<file path="config.mk">
export PLATFORM = sky130hd
export DESIGN_NAME = axis_luma_convert_flat
export DESIGN_NICKNAME = d
export VERILOG_FILES = /design/src/rtl/axis_luma_convert_if.sv /design/src/rtl/axis_luma_convert.sv /design/src/flat_wrapper.sv
export SDC_FILE = /design/constraint.sdc
export NUM_CORES = 1
export LEC_CHECK = 0
export ABC_CLOCK_PERIOD_IN_PS = 6200
export BUFFER_PORTS_ARGS = -buffer_cell sky130_fd_sc_hd__buf_2
export CELL_PAD_IN_SITES_DETAIL_PLACEMENT = 1
export CELL_PAD_IN_SITES_GLOBAL_PLACEMENT = 2
export CORE_UTILIZATION = 39
export CTS_CLUSTER_SIZE = 25
export DETAILED_ROUTE_END_ITERATION = 8
export GPL_TIMING_DRIVEN = 1
export PLACE_DENSITY = 0.78
export REMOVE_ABC_BUFFERS = 1
export SLEW_MARGIN = 30
export SYNTH_ARGS = -nofsm -noshare
export SYNTH_HDL_FRONTEND = slang
export SYNTH_SLANG_ARGS = --single-unit
</file>
<file path="constraint.sdc">
create_clock -name aclk -period 6.2 [get_ports aclk]
set_input_delay 0.93 -clock aclk [delete_from_list [all_inputs] [get_ports aclk]]
set_output_delay 0.93 -clock aclk [all_outputs]
set_load 0.02 [all_outputs]
</file>
<file path="src/rtl/axis_luma_convert_if.sv">
// AXI4-Stream video bus: tdata carries PPC pixels of three CW-bit components.
// tuser marks start of frame, tlast marks end of line.
interface axis_luma_convert_if #(
    parameter int unsigned PPC = 1,
    parameter int unsigned CW  = 8
);
    logic [3*CW*PPC-1:0] tdata;
    logic                tvalid;
    logic                tready;
    logic                tuser;
    logic                tlast;

    modport master (output tdata, output tvalid, output tuser, output tlast, input tready);
    modport slave  (input tdata, input tvalid, input tuser, input tlast, output tready);
endinterface

</file>
<file path="src/rtl/axis_luma_convert.sv">
// Three-stage pixel processor: bypass, weighted luma, invert or threshold per pixel.
// The mode is captured on each start-of-frame beat, so a frame never mixes modes.
module axis_luma_convert #(
    parameter int unsigned PPC = 1,
    parameter int unsigned CW  = 8,
    parameter int unsigned CF  = 8
) (
    input  logic                  aclk,
    input  logic                  aresetn,
    axis_luma_convert_if.slave    s_axis_video,
    axis_luma_convert_if.master   m_axis_video,
    input  logic [1:0]            cfg_mode,
    input  logic [CF:0]           cfg_coef_r,
    input  logic [CF:0]           cfg_coef_g,
    input  logic [CF:0]           cfg_coef_b,
    input  logic [CW-1:0]         cfg_thresh,
    output logic [15:0]           frame_count
);
    localparam int unsigned PW = CW + CF + 1;
    localparam int unsigned SW = CW + CF + 3;
    localparam int unsigned DW = 3 * CW * PPC;
    localparam logic [CW-1:0] MaxVal = '1;

    typedef enum logic [1:0] {ModeBypass, ModeGrey, ModeInvert, ModeThresh} mode_e;

    logic ce;
    logic s_acc;
    mode_e mode_q;
    mode_e beat_mode;

    logic          v1_q, v2_q;
    logic          user1_q, user2_q, last1_q, last2_q;
    mode_e         mode1_q, mode2_q;
    logic [CW-1:0] thr1_q, thr2_q;
    logic [DW-1:0] pix1_q, pix2_q;

    logic [DW-1:0] out_data_d;
    logic [DW-1:0] out_data_q;
    logic          out_valid_q, out_user_q, out_last_q;

    assign ce = m_axis_video.tready | ~out_valid_q;
    assign s_axis_video.tready = ce;
    assign s_acc = s_axis_video.tvalid & ce;

    // A start-of-frame beat already uses the freshly requested mode.
    assign beat_mode = s_axis_video.tuser ? mode_e'(cfg_mode) : mode_q;

    always_ff @(posedge aclk) begin
        if (!aresetn) begin
            mode_q <= ModeBypass;
        end else if (s_acc && s_axis_video.tuser) begin
            mode_q <= mode_e'(cfg_mode);
        end
    end

    always_ff @(posedge aclk) begin
        if (!aresetn) begin
            v1_q        <= 1'b0;
            v2_q        <= 1'b0;
            user1_q     <= 1'b0;
            user2_q     <= 1'b0;
            last1_q     <= 1'b0;
            last2_q     <= 1'b0;
            mode1_q     <= ModeBypass;
            mode2_q     <= ModeBypass;
            thr1_q      <= '0;
            thr2_q      <= '0;
            pix1_q      <= '0;
            pix2_q      <= '0;
            out_valid_q <= 1'b0;
            out_user_q  <= 1'b0;
            out_last_q  <= 1'b0;
            out_data_q  <= '0;
        end else if (ce) begin
            v1_q        <= s_acc;
            user1_q     <= s_axis_video.tuser & s_axis_video.tvalid;
            last1_q     <= s_axis_video.tlast & s_axis_video.tvalid;
            mode1_q     <= beat_mode;
            thr1_q      <= cfg_thresh;
            pix1_q      <= s_axis_video.tdata;
            v2_q        <= v1_q;
            user2_q     <= user1_q;
            last2_q     <= last1_q;
            mode2_q     <= mode1_q;
            thr2_q      <= thr1_q;
            pix2_q      <= pix1_q;
            out_valid_q <= v2_q;
            out_user_q  <= user2_q;
            out_last_q  <= last2_q;
            out_data_q  <= out_data_d;
        end
    end

    for (genvar p = 0; p < PPC; p++) begin : g_lane
        logic [CW-1:0]    in_r, in_b, in_g;
        logic [CW-1:0]    r2, b2, g2;
        logic [PW-1:0]    pr_q, pg_q, pb_q;
        logic [SW-1:0]    sum_q;
        logic [SW-1:0]    rounded;
        logic [SW-CF-1:0] y_full;
        logic [CW-1:0]    y;
        logic [CW-1:0]    t;
        logic [3*CW-1:0]  lane_d;

        assign in_r = s_axis_video.tdata[p*3*CW + 2*CW +: CW];
        assign in_b = s_axis_video.tdata[p*3*CW + CW +: CW];
        assign in_g = s_axis_video.tdata[p*3*CW +: CW];
        assign r2   = pix2_q[p*3*CW + 2*CW +: CW];
        assign b2   = pix2_q[p*3*CW + CW +: CW];
        assign g2   = pix2_q[p*3*CW +: CW];

        always_ff @(posedge aclk) begin
            if (ce) begin
                pr_q  <= PW'(cfg_coef_r) * PW'(in_r);
                pg_q  <= PW'(cfg_coef_g) * PW'(in_g);
                pb_q  <= PW'(cfg_coef_b) * PW'(in_b);
                sum_q <= SW'(pr_q) + SW'(pg_q) + SW'(pb_q);
            end
        end

        assign rounded = sum_q + SW'(2 ** (CF - 1));
        assign y_full  = rounded[SW-1:CF];
        assign y       = (|y_full[SW-CF-1:CW]) ? MaxVal : y_full[CW-1:0];
        assign t       = (y >= thr2_q) ? MaxVal : '0;

        always_comb begin
            lane_d = pix2_q[p*3*CW +: 3*CW];
            unique case (mode2_q)
                ModeBypass: lane_d = {r2, b2, g2};
                ModeGrey:   lane_d = {y, y, y};
                ModeInvert: lane_d = {MaxVal - r2, MaxVal - b2, MaxVal - g2};
                ModeThresh: lane_d = {t, t, t};
                default:    lane_d = {r2, b2, g2};
            endcase
        end

        assign out_data_d[p*3*CW +: 3*CW] = lane_d;
    end

    always_ff @(posedge aclk) begin
        if (!aresetn) begin
            frame_count <= '0;
        end else if (out_valid_q && m_axis_video.tready && out_user_q) begin
            frame_count <= frame_count + 16'd1;
        end
    end

    assign m_axis_video.tvalid = out_valid_q;
    assign m_axis_video.tdata  = out_data_q;
    assign m_axis_video.tuser  = out_user_q;
    assign m_axis_video.tlast  = out_last_q;
endmodule

</file>
<file path="src/flat_wrapper.sv">
// flat-port wrapper written by rule: the top's interface ports become plain ports
module axis_luma_convert_flat 
#(
    parameter int unsigned PPC = 1,
    parameter int unsigned CW  = 8,
    parameter int unsigned CF  = 8
)
  (aclk, aresetn, cfg_mode, cfg_coef_r, cfg_coef_g, cfg_coef_b, cfg_thresh, frame_count, s_axis_video_tdata, s_axis_video_tvalid, s_axis_video_tuser, s_axis_video_tlast, s_axis_video_tready, m_axis_video_tdata, m_axis_video_tvalid, m_axis_video_tuser, m_axis_video_tlast, m_axis_video_tready);
  axis_luma_convert_if #(.PPC(PPC), .CW(CW)) s_axis_video_i ();
  axis_luma_convert_if #(.PPC(PPC), .CW(CW)) m_axis_video_i ();
  input  logic aclk;
  input  logic aresetn;
  input  logic [1:0] cfg_mode;
  input  logic [CF:0] cfg_coef_r;
  input  logic [CF:0] cfg_coef_g;
  input  logic [CF:0] cfg_coef_b;
  input  logic [CW-1:0] cfg_thresh;
  output logic [15:0] frame_count;
  input wire logic [$bits(s_axis_video_i.tdata)-1:0] s_axis_video_tdata;
  input wire logic [$bits(s_axis_video_i.tvalid)-1:0] s_axis_video_tvalid;
  input wire logic [$bits(s_axis_video_i.tuser)-1:0] s_axis_video_tuser;
  input wire logic [$bits(s_axis_video_i.tlast)-1:0] s_axis_video_tlast;
  output wire logic [$bits(s_axis_video_i.tready)-1:0] s_axis_video_tready;
  output wire logic [$bits(m_axis_video_i.tdata)-1:0] m_axis_video_tdata;
  output wire logic [$bits(m_axis_video_i.tvalid)-1:0] m_axis_video_tvalid;
  output wire logic [$bits(m_axis_video_i.tuser)-1:0] m_axis_video_tuser;
  output wire logic [$bits(m_axis_video_i.tlast)-1:0] m_axis_video_tlast;
  input wire logic [$bits(m_axis_video_i.tready)-1:0] m_axis_video_tready;
  assign s_axis_video_i.tdata = s_axis_video_tdata;
  assign s_axis_video_i.tvalid = s_axis_video_tvalid;
  assign s_axis_video_i.tuser = s_axis_video_tuser;
  assign s_axis_video_i.tlast = s_axis_video_tlast;
  assign s_axis_video_tready = s_axis_video_i.tready;
  assign m_axis_video_tdata = m_axis_video_i.tdata;
  assign m_axis_video_tvalid = m_axis_video_i.tvalid;
  assign m_axis_video_tuser = m_axis_video_i.tuser;
  assign m_axis_video_tlast = m_axis_video_i.tlast;
  assign m_axis_video_i.tready = m_axis_video_tready;
  axis_luma_convert #(.PPC(PPC), .CW(CW), .CF(CF)) u_core (.aclk(aclk), .aresetn(aresetn), .s_axis_video(s_axis_video_i), .m_axis_video(m_axis_video_i), .cfg_mode(cfg_mode), .cfg_coef_r(cfg_coef_r), .cfg_coef_g(cfg_coef_g), .cfg_coef_b(cfg_coef_b), .cfg_thresh(cfg_thresh), .frame_count(frame_count));
endmodule
</file>
==> reports/metrics.csv <==
metric,value,unit
outcome,finished clean,
crit path launch,s_axis_video_tdata[12],
vias per inst,5.05,
worst flop-to-flop path endpoint,u_core.g_lane[0].sum_q[18],
first-pass GRT wire length,61300,um
Boundary Pins,111,
Period minus WS final,4.83,ns
max-cap violation count,0,
Worst-Margin Slew,0.925,ns
Post-route DRC,0,
layout net count,2062,
post-cts sizing count,0,
max-slew violations,0,
Total Neg Setup Slack,0,ns
Die Wd,199,um
GR Util All Layers,19.4,%
area of the core,0.0380,mm2
most frequent cells in the layout,"nand2_1 (244), inv_1 (192), and2_1 (170)",
Pwr Total,6.86,mW
synth unique cells,59,
sw frac,41.7,%
post-synth top area share,16.7,%
Routed Antenna Nets,0,
final cell count without fillers,2239,
worst skew pair latency,0.44,ns
total CTS buffers,17,
sequential-to-total area share from yosys stat,28.1,%
worst ir drop on vdd,0.287,mV
fmax,207,MHz
Hold Fails Final Rpt,0,
crit path max fanout,10,
Max Buffers Root-to-Sink,2,
Initial Utilization,39.9,%
CP required,6.39,ns
DP HPWL,28800,um
RSZ-0062 raised after global routing,no,
Clk pwr share,15.9,%
initial antenna violation count,1,
startpoint types,input pin,
YS warnings,0,
"FF+latch count, synth",182,
Cell Int Power,4.00,mW
Syn-to-layout area delta,10.6,%
Placed Cells,2206,
"Reg clk slew, reported paths",0.08,ns
port buffer count,110,
Mapped Cells,1636,
DR pass1 iterations,5,
CTS sink count,182,
Area contributors post-synth,"fa_1 (17%), dfxtp_1 (16%), ha_1 (13%)",
Worst Reg-to-Reg Cells,14,
Leak Pwr,7.84,nW
net load switching power,2.86,mW
max_slew headroom,38.2,%
WHS Endpoint,u_core.pix2_q[23],
Die Y,199,um
proportion of layout cells with a drive suffix above 1,10.6,%
worst clock skew,0.0198,ns
r2r setup slk,1.99,ns
H-tree depth,4,
row count,71,
synthesized area,0.0152,mm2
r2r startpoint,u_core.g_lane[0].pg_q[0],
setup repair bufs after CTS,0,
critical path class,in2reg,
Top Usage Layer GRT,met2,
Avg Inst Size Synth,9.28,um2
die footprint,0.0397,mm2
asr flop ratio synth,0,%
Hold Path Depth,2,
CTS tree,yes,
vias in the first global route,11900,
met1 Use GR,26.3,%
largest net degree at the start of global routing,120,
Comb power frac,57.5,%
ys flop type,dfxtp_1,
via count,11300,
Hold Buf Count CTS,0,
grt met2 use,33.4,%
"area leader, netlist",fa_1,
routed len/inst,16.3,um
Placer Congestion,0.827,
Pwr Density,408,mW/mm2
drt total wl,36400,um
routing usage on met3,1.89,%
crit share post-route,78.0,%
part of the power in registers,26.6,%
initial drt markers,390,
worst hold path type,reg2reg,
HP Start,u_core.pix1_q[23],
"EDFF count, synth",63,
total gr overflow,0,
Worst Path Arrival,5.02,ns
Crit. End Element,flop,
final setup fails,0,
root buf cell,clkbuf_16,
"most common cell after layout, fill and taps aside",nand2_1,
==> power groups by stage <==
stage,Clock (mW),Sequential [mW],Combinational (mW)
finish,1.09,1.83,3.94
global route,1.17,1.85,4.53
CTS,1.13,1.83,4.00
detailed placement,0,1.86,3.96
global placement,0,1.85,3.86
floorplan,0,1.79,3.09
==> metrics by stage <==
stage               hold WS (ns)  setup slack (ns)  util [%]  instance area [um2]
finish                     0.466              1.37      44.2                16800
global route               0.492              1.10      44.2                16800
CTS                        0.469              1.39      44.2                16800
detailed placement         0.460             0.915      42.6                16200
global placement           0.452             0.937      42.6                16200
floorplan                  0.441             -2.52         -                15000
==> cell families after synthesis <==
| family | count (synthesis) | synth area share, % |
|---|---|---|
| DFF | 182 | 28.1 |
| adders and majority gates | 281 | 29.4 |
| buffers and inverters | 248 | 6.20 |
| xor gates and xnor gates | 71 | 4.09 |
| AOI/OAI and AO/OA | 298 | 13.8 |
| muxes | 6 | 0.396 |
| and+or+nand+nor | 550 | 17.9 |
==> flip-flops by register name, indices dropped and copies added (netlist names), 12 cells and up <==
name and cells:
u_core.g_lane.pg_q 17, u_core.g_lane.sum_q 12, u_core.pix2_q 24, u_core.frame_count 16
u_core.m_axis_video.tdata 24, u_core.pix1_q 24, u_core.g_lane.pr_q 17, u_core.g_lane.pb_q 17
==> area by class of cell <==
class / instances / area (um2)
repair buffers: 114 / 587
multi-input cells: 1206 / 9980
clock buffers: 17 / 425
clock inverters: 15 / 160
flip-flops and latches: 182 / 4270
fillers: 4418 / 21200
diodes: 1 / 2.50
inverters: 193 / 729
well taps: 511 / 639
==> per-layer routing <==
layer	vias to the layer above	routed length, um
met3	28	686
met1	5608	17900
li1	5574	-
met2	107	17400
met5	-	0
met4	0	337
==> synth_stat cells, types with 11 or more instances <==
cell type and n:
nand2_1 244, inv_1 193, and2_1 170, ha_1 154, fa_1 127, dfxtp_1 119, a21boi_0 78, edfxtp_1 63
clkbuf_1 49, xnor2_1 47, a21oi_1 45, nor2_1 38, o21ai_0 37, a31oi_1 28, or2_2 25, o221ai_1 24
xor2_1 24, o21a_1 18, a21o_1 17, nor2b_1 12, nor3_1 12, nand3_1 11
==> worst max-delay path, cell delays in order <==
cell	delay, ns
buf_2	0.16
and2_1	0.17
fa_1	0.45
fa_1	0.54
inv_1	0.05
fa_1	0.46
fa_1	0.54
inv_1	0.04
ha_1	0.33
o21ai_0	0.13
o21ai_0	0.33
o2111ai_1	0.23
a31oi_1	0.28
a21o_1	0.18
a21oi_1	0.08
xnor2_1	0.13
==> how the worst max path moves through the flow <==
stage | end | slack [ns] | cells past startpoint
3_5_place_dp | u_core.g_lane[0].pb_q[15] | 0.91 | 17
3_3_place_gp | u_core.g_lane[0].pb_q[15] | 0.94 | 17
4_1_cts | u_core.g_lane[0].pb_q[16] | 1.39 | 15
6_report | u_core.g_lane[0].pb_q[16] | 1.37 | 16
5_1_grt | u_core.g_lane[0].pb_q[15] | 1.10 | 17
2_1_floorplan | u_core.m_axis_video.tdata[22] | -2.52 | 5
(Power assumes the default switching activity.)
